**src/rtl/sys_bus_decoder.sv**
```systemverilog
// Core-to-peripheral bus decoder: address decode, one-hot slot request, stall handshake,
// timeout and bus-error reporting.
// Optional sticky error-cause capture is compiled in with `define SYS_BUS_ERR_CAUSE_EN.
module sys_bus_decoder #(
  parameter int unsigned             N_SLV     = 4,
  parameter logic [N_SLV*8-1:0]      DEV_CODES = {8'h04, 8'h03, 8'h02, 8'h00},
  parameter int unsigned             TIMEOUT   = 255
) (
  input  logic                  clk_i,
  input  logic                  resetn_i,
  input  logic                  core_req_i,
  input  logic                  core_we_i,
  input  logic [2:0]            core_size_i,
  input  logic [31:0]           core_addr_i,
  input  logic [31:0]           core_wd_i,
  output logic [31:0]           core_rd_o,
  output logic                  core_stall_o,
  output logic                  bus_err_o,
  output logic [N_SLV-1:0]      slv_req_o,
  output logic                  slv_we_o,
  output logic [2:0]            slv_size_o,
  output logic [31:0]           slv_addr_o,
  output logic [31:0]           slv_wd_o,
  input  logic [N_SLV*32-1:0]   slv_rd_i,
`ifdef SYS_BUS_ERR_CAUSE_EN
  input  logic                  err_clr_i,
  output logic [1:0]            err_cause_o,
  output logic [31:0]           err_addr_o,
`endif
  input  logic [N_SLV-1:0]      slv_ready_i
);

  localparam int unsigned SelW = (N_SLV > 1) ? $clog2(N_SLV) : 1;
  localparam int unsigned CntW = $clog2(TIMEOUT + 1);
  localparam logic [CntW-1:0] CntLast = CntW'(TIMEOUT - 1);

  typedef enum logic [1:0] {
    StIdle,
    StWait,
    StDone
  } state_e;

  state_e            state_q, state_d;
  logic [SelW-1:0]   sel_q, sel_d;
  logic [N_SLV-1:0]  slv_req_q, slv_req_d;
  logic              slv_we_q, slv_we_d;
  logic [2:0]        slv_size_q, slv_size_d;
  logic [31:0]       slv_addr_q, slv_addr_d;
  logic [31:0]       slv_wd_q, slv_wd_d;
  logic [CntW-1:0]   cnt_q, cnt_d;
  logic [31:0]       rd_q, rd_d;
  logic              err_q, err_d;

  logic              hit_any;
  logic [SelW-1:0]   hit_idx;
  logic              ready_sel;
  logic [31:0]       rd_sel;

  // Address decode: scan downwards so the lowest matching slot index wins.
  always_comb begin
    hit_any = 1'b0;
    hit_idx = '0;
    for (int i = int'(N_SLV) - 1; i >= 0; i--) begin
      if (core_addr_i[31:24] == DEV_CODES[8*i +: 8]) begin
        hit_any = 1'b1;
        hit_idx = SelW'(i);
      end
    end
  end

  // Only the selected slot's ready/data are ever looked at.
  assign ready_sel = slv_ready_i[sel_q];
  assign rd_sel    = slv_rd_i[32*sel_q +: 32];

  // State and latched transaction registers.
  always_ff @(posedge clk_i or negedge resetn_i) begin
    if (!resetn_i) begin
      state_q    <= StIdle;
      sel_q      <= '0;
      slv_req_q  <= '0;
      slv_we_q   <= 1'b0;
      slv_size_q <= '0;
      slv_addr_q <= '0;
      slv_wd_q   <= '0;
      cnt_q      <= '0;
      rd_q       <= '0;
      err_q      <= 1'b0;
    end else begin
      state_q    <= state_d;
      sel_q      <= sel_d;
      slv_req_q  <= slv_req_d;
      slv_we_q   <= slv_we_d;
      slv_size_q <= slv_size_d;
      slv_addr_q <= slv_addr_d;
      slv_wd_q   <= slv_wd_d;
      cnt_q      <= cnt_d;
      rd_q       <= rd_d;
      err_q      <= err_d;
    end
  end

  // Next-state logic: decode in IDLE, wait for ready or timeout, one DONE cycle back to core.
  always_comb begin
    state_d    = state_q;
    sel_d      = sel_q;
    slv_req_d  = slv_req_q;
    slv_we_d   = slv_we_q;
    slv_size_d = slv_size_q;
    slv_addr_d = slv_addr_q;
    slv_wd_d   = slv_wd_q;
    cnt_d      = cnt_q;
    rd_d       = rd_q;
    err_d      = err_q;

    unique case (state_q)
      StIdle: begin
        if (core_req_i) begin
          if (hit_any) begin
            sel_d      = hit_idx;
            slv_req_d  = N_SLV'(1) << hit_idx;
            slv_we_d   = core_we_i;
            slv_size_d = core_size_i;
            slv_addr_d = core_addr_i;
            slv_wd_d   = core_wd_i;
            cnt_d      = '0;
            err_d      = 1'b0;
            state_d    = StWait;
          end else begin
            // Unmapped: finish immediately with an error, no slot is touched.
            rd_d    = '0;
            err_d   = 1'b1;
            state_d = StDone;
          end
        end
      end
      StWait: begin
        if (ready_sel) begin
          // Ready takes priority over a coincident timeout.
          rd_d      = slv_we_q ? 32'd0 : rd_sel;
          err_d     = 1'b0;
          slv_req_d = '0;
          cnt_d     = '0;
          state_d   = StDone;
        end else if (cnt_q == CntLast) begin
          rd_d      = '0;
          err_d     = 1'b1;
          slv_req_d = '0;
          cnt_d     = '0;
          state_d   = StDone;
        end else begin
          cnt_d = cnt_q + 1'b1;
        end
      end
      StDone: begin
        cnt_d   = '0;
        state_d = StIdle;
      end
      default: begin
        state_d = StIdle;
      end
    endcase
  end

  // Core-side outputs: stall follows the request in IDLE, result only visible in DONE.
  always_comb begin
    core_stall_o = 1'b0;
    core_rd_o    = '0;
    bus_err_o    = 1'b0;
    unique case (state_q)
      StIdle: core_stall_o = core_req_i;
      StWait: core_stall_o = 1'b1;
      StDone: begin
        core_rd_o = rd_q;
        bus_err_o = err_q;
      end
      default: ;
    endcase
  end

  assign slv_req_o  = slv_req_q;
  assign slv_we_o   = slv_we_q;
  assign slv_size_o = slv_size_q;
  assign slv_addr_o = slv_addr_q;
  assign slv_wd_o   = slv_wd_q;

`ifdef SYS_BUS_ERR_CAUSE_EN
  logic [1:0]  err_cause_q;
  logic [31:0] err_addr_q;
  logic        unmapped_evt;
  logic        timeout_evt;

  // Error events coincide with the transition into DONE.
  assign unmapped_evt = (state_q == StIdle) && core_req_i && !hit_any;
  assign timeout_evt  = (state_q == StWait) && !ready_sel && (cnt_q == CntLast);

  // Sticky first-error capture; an error arriving with clear wins over the clear.
  always_ff @(posedge clk_i or negedge resetn_i) begin
    if (!resetn_i) begin
      err_cause_q <= 2'd0;
      err_addr_q  <= '0;
    end else if ((unmapped_evt || timeout_evt) && ((err_cause_q == 2'd0) || err_clr_i)) begin
      err_cause_q <= unmapped_evt ? 2'd1 : 2'd2;
      err_addr_q  <= unmapped_evt ? core_addr_i : slv_addr_q;
    end else if (err_clr_i) begin
      err_cause_q <= 2'd0;
      err_addr_q  <= '0;
    end
  end

  assign err_cause_o = err_cause_q;
  assign err_addr_o  = err_addr_q;
`endif

endmodule

```
**config.mk**
```make
export PLATFORM = sky130hd
export DESIGN_NAME = sys_bus_decoder
export DESIGN_NICKNAME = d
export VERILOG_FILES = /design/src/rtl/sys_bus_decoder.sv
export SDC_FILE = /design/constraint.sdc
export NUM_CORES = 1
export LEC_CHECK = 0
export CAP_MARGIN = 5
export CORE_MARGIN = 2
export CORE_UTILIZATION = 40
export DETAILED_ROUTE_END_ITERATION = 6
export GPL_TIMING_DRIVEN = 0
export PLACE_DENSITY = 0.81
export SYNTH_ARGS = -nofsm -noshare
export SYNTH_HDL_FRONTEND = slang
export SYNTH_SLANG_ARGS = --single-unit
```
**constraint.sdc**
```tcl
create_clock -name clk_i -period 2.25 [get_ports clk_i]
set_input_delay 0.45 -clock clk_i [delete_from_list [all_inputs] [get_ports clk_i]]
set_output_delay 0.45 -clock clk_i [all_outputs]
set_load 0.05 [all_outputs]
```
==> flow_summary_export.csv, run 1 <==
group,metric,value,unit
min_path,hold_class,"in2reg",
worst_setup_path,worstSetupStartpointType,"input port",
clock_network,path_clk_slew,50,ps
clock_network,cts.path.max_buffers,2,
power,p_per_area,808.1,nW/um^2
clock_network,numCtsBuffers,17,
routing,drtPass1Iterations,4,
sta,skew,4.972,ps
synthesis,syn_nets,640,
synthesis,synth.area.top_cells,"dfrtp_1 49%, mux2_2 19%, mux4_2 12%, nor2b_1 4.3%, and2_1 3.5%",
global_routing,track_usage,24.91,%
floorplan,die_h,126.2,um
power,peakVddDrop,0.6492,mV
worst_setup_path,end_kind,"register",
worst_setup_path,critPathRequiredTime,2540,ps
global_routing,grt_pass1_vias,5503,
synthesis,synth_edf_count,0,
worst_setup_path,path_class,"in2reg",
power,power_switching,2.588,mW
routing,ant_nets,0,
floorplan,ios,309,
power,seq_power_share,29.4,%
sta,report.final.slew_viol_count,0,
synthesis,synth_area,5968,um^2
floorplan,core,14530,um^2
worst_setup_path,cpPeakStageDelay,470,ps
routing,drtIter0Drc,210,
min_path,hold_depth,2,
sta,setup_viol_count_final,0,
floorplan,dieArea,15910,um^2
cells_and_area,final_nets,979,
status,status,"finished, final reports clean",
routing,vias_per_cell,5.166,
synthesis,synth_cell_type_count,40,
power,p_leak,4.534,nW
sta,slew_headroom,57.45,%
global_routing,grt_pass1_wl,30.33,mm
placed_design,pre_cts_slack,-736.3,ps
cells_and_area,fin_util,70.37,%
clock_network,htree_levels,4,
cells_and_area,drive_gt1_share,31.16,%
sta,final_hold_viol_count,0,
global_routing,antenna_found_initial,1,
clock_network,cts_tree,"yes",
routing,drc,0,
synthesis,synth-main-ff-cell,"dfrtp_1",
sta,tightest_slew,638.2,ps
global_routing,grt.overflow.total,0,
synthesis,yosys_warnings,0,
clock_network,clk_root_buffer_cell,"clkbuf_16",
global_routing,grt_max_degree,67,
sta,setup_ws,12.72,ps
sta,fmax,447.0,MHz
synthesis,postSynthAreaPerCell,13.82,um^2
placed_design,place_congestion,0.9006,
sta,min_period_over_period,99.43,%
power,switching_share,31.32,%
floorplan,start_util,41.06,%
power,internal_power,5.676,mW
cells_and_area,stdcell_count,968,
power,total_power,8.264,mW
synthesis,async_reset_ff_share,100.0,%
sta,finalCriticalPeriod,2237,ps
routing,wl,19.52,mm
synthesis,synth_cells,432,
synthesis,ys_ff_latch,117,
routing,vias,5001,
worst_setup_path,cp.arrival,2530,ps
routing,wire_per_inst,20.17,um
worst_setup_path,critPathSlowestCell,"or4_1",
cells_and_area,syn_to_final_growth,71.36,%
placed_design,port_buffers,308,
clock_network,clock-sinks,117,
power,p_clk_share,34.8,%
placed_design,dp.cells,925,
worst_setup_path,reg2reg_depth,7,
synthesis,synth_top_cell_area_share,49.06,%
floorplan,fp-row-count,44,
clock_network,clk_latency,400,ps
floorplan,die_w,126.2,um
flow_run,cap_violations,0,
placed_design,hpwl,14.90,mm
synthesis,synth_top_area_cell,"dfrtp_1",
worst_setup_path,path_cells,"dlygate4sd2_1, or4_1, clkbuf_8, or3_4, o211ai_4, buf_12, buf_8, mux2_2",
synthesis,seq_area_frac_synth,49.06,%
power,combPwrFrac,35.9,%
worst_setup_path,cp_max_fo,7,
sta,rsz0062_at_grt,"yes",
## power groups by stage
stage          Combinational (mW)  Clock, mW  Sequential, mW
6_report                     2.97       2.87            2.43
5_1_grt                      3.11       3.02            2.45
4_1_cts                      2.94       2.93            2.43
3_5_place_dp                 2.65          0            2.44
3_3_place_gp                 2.60          0            2.43
2_1_floorplan               0.950          0            3.06
## path summary, 6_finish.rpt
path / from / end / slack [ps]
worst min register to register: slv_addr_o[31] / slv_addr_o[31] / 500
worst max register to register: sel_q[0] / rd_q[22] / 60
worst max-delay path: core_addr_i[30] / rd_q[22] / 10
worst min-delay path: core_addr_i[26] / slv_addr_o[26] / 460
max in group asynchronous: resetn_i / slv_wd_o[14] / 980
min in group asynchronous: resetn_i / rd_q[16] / 580
## Yosys cell counts (4+ instances only)
cell type  count
o21ai_0        7
nand2_1        6
mux2_2       101
nor2_1         7
inv_1          8
and2_1        33
dfrtp_1      117
buf_6          5
buf_4          4
nor2b_1       41
ha_1           5
a22o_1         7
buf_2          5
clkbuf_1      13
mux4_2        33
nor3_1         6
## cells in the final DEF, fill, tap and decap left out, types with 7 or more instances in the layout
| master | count |
|---|---|
| mux2_2 | 69 |
| buf_2 | 10 |
| buf_4 | 24 |
| and2_1 | 33 |
| nor2_1 | 7 |
| clkbuf_1 | 7 |
| clkbuf_16 | 17 |
| mux4_2 | 33 |
| mux2_4 | 32 |
| o21ai_0 | 7 |
| clkbuf_4 | 11 |
| inv_1 | 8 |
| buf_6 | 8 |
| nor2b_1 | 41 |
| dfrtp_1 | 116 |
| clkdlybuf4s50_1 | 266 |
| a22o_1 | 7 |
## logic make-up after synthesis
family                     synth area share, %
muxes                                    31.87
DFF                                      49.06
and+or+nand+nor                          11.24
buffers and inverters                    3.249
AOI/OAI and AO/OA                        3.543
adders and majority gates                1.048
## layout make-up
class	count	area, um^2
clock buffers	24	491.7
fillers	1035	4307
plain buffers	26	221.5
well taps	184	230.2
flip-flops and latches	117	2929
inverters	8	30.03
repair buffers	322	3184
clock inverters	7	143.9
diodes	1	2.502
multi-input cells	279	2994
## layer usage
| metal | vias up | track usage [%] | share of wire, % |
|---|---|---|---|
| met3 | 28 | 8.496 | 8.0 |
| li1 | 2243 | - | - |
| met2 | 228 | 42.50 | 51 |
| met1 | 2502 | 29.35 | 39 |
| met5 | - | 0 | 0 |
| met4 | 0 | 8.856 | 2.3 |
## critical path: cells and delay by family
family | cells | cell delay (ps)
simple gates | 2 | 840
buf+inv | 4 | 680
mux | 1 | 320
compound gates | 1 | 220
## flip-flops by register name, indices dropped and copies added, names as in the netlist
| signal | cells |
|---|---|
| cnt_q | 8 |
| err_q | 1 |
| rd_q | 32 |
| sel_q | 2 |
| slv_addr_o | 32 |
| slv_req_o | 4 |
| slv_size_o | 3 |
| slv_wd_o | 32 |
| slv_we_o | 1 |
| state_q | 2 |
## through the flow
step	area [um^2]	hold slack [ps]	TNS, ps
3_5_place_dp	9311	438.3	-78020
5_1_grt	10230	475.2	-177.5
2_1_floorplan	5969	154.4	-3352
3_3_place_gp	9283	471.9	-505510
4_1_cts	10140	496.9	0
6_report	10230	463.8	0
## timing repair
action	in CTS	in global routing
endpoints found under the hold margin	4	0
buffers inserted	9	0
setup endpoints to repair	147	112
resized for setup	239	36
cloned	3	0
pin swaps	5	2
hold buffers	1	0
(Power assumes the default switching activity.)
==> run 2, diff against run 1 <==
==> constraint.sdc (replaced) <==
create_clock -name clk_i -period 2.25 [get_ports clk_i]
set_input_delay 0.45 -clock clk_i [delete_from_list [all_inputs] [get_ports clk_i]]
set_output_delay 0.45 -clock clk_i [all_outputs]
set_load 0.1 [all_outputs]
==> flow_summary_export.csv, run 2 (synthesis gave the netlist of run 1 again) <==
group,metric,value,unit
routing,vias,5070,
worst_setup_path,crit_start,"core_addr_i[30]",
sta,report.final.slew_viol_count,0,
min_path,hold_depth,2,
flow_run,cap_violations,0,
global_routing,grt.overflow.total,0,
worst_setup_path,path_class,"in2reg",
sta,rsz0062_at_grt,"yes",
worst_setup_path,end_kind,"register",
sta,fmax,451.9,MHz
routing,ant_nets,0,
global_routing,grt_pass1_wl,30.26,mm
floorplan,fp-row-count,44,
power,peakVddDrop,0.7632,mV
global_routing,grt_max_degree,67,
clock_network,path_clk_slew,60,ps
routing,wire_per_inst,20.70,um
global_routing,grt_pass1_vias,5488,
clock_network,htree_levels,4,
cells_and_area,final_nets,979,
clock_network,clock-sinks,117,
floorplan,die_h,126.2,um
worst_setup_path,worstSetupStartpointType,"input port",
routing,drc,0,
clock_network,clk_latency,410,ps
sta,slew_headroom,31.40,%
global_routing,antenna_found_initial,1,
floorplan,dieArea,15910,um^2
min_path,worstHoldStart,"core_addr_i[26]",
sta,finalCriticalPeriod,2213,ps
sta,min_period_over_period,98.35,%
worst_setup_path,reg2reg_depth,7,
clock_network,cts.path.max_buffers,2,
placed_design,port_buffers,308,
floorplan,die_w,126.2,um
clock_network,numCtsBuffers,17,
cells_and_area,syn_to_final_growth,74.78,%
worst_setup_path,cp_max_fo,7,
worst_setup_path,worstReg2RegStart,"sel_q[0]",
sta,skew,10.12,ps
clock_network,clk_root_buffer_cell,"clkbuf_16",
sta,holdWs,459.7,ps
global_routing,track_usage,24.87,%
sta,setup_viol_count_final,0,
min_path,hold_class,"in2reg",
placed_design,place_congestion,0.9006,
sta,tightest_slew,1033,ps
placed_design,hpwl,14.90,mm
clock_network,cts_tree,"yes",
floorplan,ios,309,
worst_setup_path,cp.arrival,2500,ps
status,status,"finished, final reports clean",
worst_setup_path,critPathRequiredTime,2540,ps
cells_and_area,drive_gt1_share,31.29,%
cells_and_area,fin_util,71.77,%
sta,final_hold_viol_count,0,
routing,drtPass1Iterations,4,
power,p_per_area,854.6,nW/um^2
cells_and_area,final_cell_mix,"194 x clkdlybuf4s50_1, 117 x dfrtp_1, 76 x dlygate4sd2_1, 68 x mux2_2, 41 x nor2b_1",
power,p_leak,4.917,nW
worst_setup_path,r2r_setup_slack,50,ps
routing,wl,20.04,mm
routing,drtIter0Drc,218,
routing,vias_per_cell,5.238,
floorplan,core,14530,um^2
floorplan,start_util,41.06,%
cells_and_area,final_common_cell,"clkdlybuf4s50_1",
==> run 2: cell count changes in the layout (fill, tap and decap cells not counted), sizes merged <==
cell / change
clkdlybuf4s50: -72
clkbuf: -8
clkdlybuf4s15: -3
buf: +11
dlygate4sd2: +72
==> run 2: layer usage <==
layer  wire (um)  share of wire, %  up-vias  GRT usage [%]
li1            -                 -     2246              -
met1        7677                38     2550          29.41
met2       10350                52      239          42.60
met3        1483               7.4       35          8.114
met4         526               2.6        0          8.856
met5           0                 0        -              0
==> run 2: cell type report <==
class	count	area [um^2]
Antenna cell	1	2.502
Buffer	26	220.2
Clock buffer	24	491.7
Clock inverter	7	143.9
Fill cell	1022	4103
Inverter	8	30.03
Multi-Input combinational cell	279	3008
Sequential cell	117	2928
Tap cell	184	230.2
Timing Repair Buffer	322	3377
==> run 2: worst max-delay path, cell delays in order <==
cell and delay (ps):
dlygate4sd2_1 220, or4_1 470, clkbuf_8 150, or3_4 370, o211ai_4 200, buf_12 180
buf_8 140, mux2_4 310
==> run 2: repair_timing <==
item,4_1_cts,5_1_grt
setup buffers,9,0
endpoints found under the setup margin,219,102
endpoints found under the hold margin,4,0
resized for setup,359,68
cloned,3,0
hold buffers,1,0
pin swaps,5,3
==> run 2: stage by stage <==
step | setup WS [ps] | setup TNS (ps) | instance area [um^2] | std cells | total power [mW]
after global placement | -3686 | -516650 | 9283 | 924 | 5.783
after global routing | -30.65 | -182.8 | 10430 | 968 | 9.218
after detailed placement | -736.3 | -89170 | 9311 | 925 | 5.847
after CTS | 0.06584 | 0 | 10160 | 967 | 8.909
final | 37.23 | 0 | 10430 | 968 | 8.915
after floorplan | -87.93 | -3371 | 5969 | 432 | 4.753
==> run 2: worst paths after layout <==
path / to
min reg2reg: slv_addr_o[30]
min in group asynchronous: rd_q[16]
min: slv_addr_o[26]
max: rd_q[13]
max reg2reg: rd_q[13]
max in group asynchronous: slv_wd_o[8]
==> run 2: where the power goes <==
| part | leakage [nW] | switching (mW) | internal [mW] |
|---|---|---|---|
| Sequential | 1.60 | 0.114 | 2.30 |
| Combinational | 3.01 | 2.33 | 1.29 |
| Clock | 0.303 | 0.914 | 1.97 |
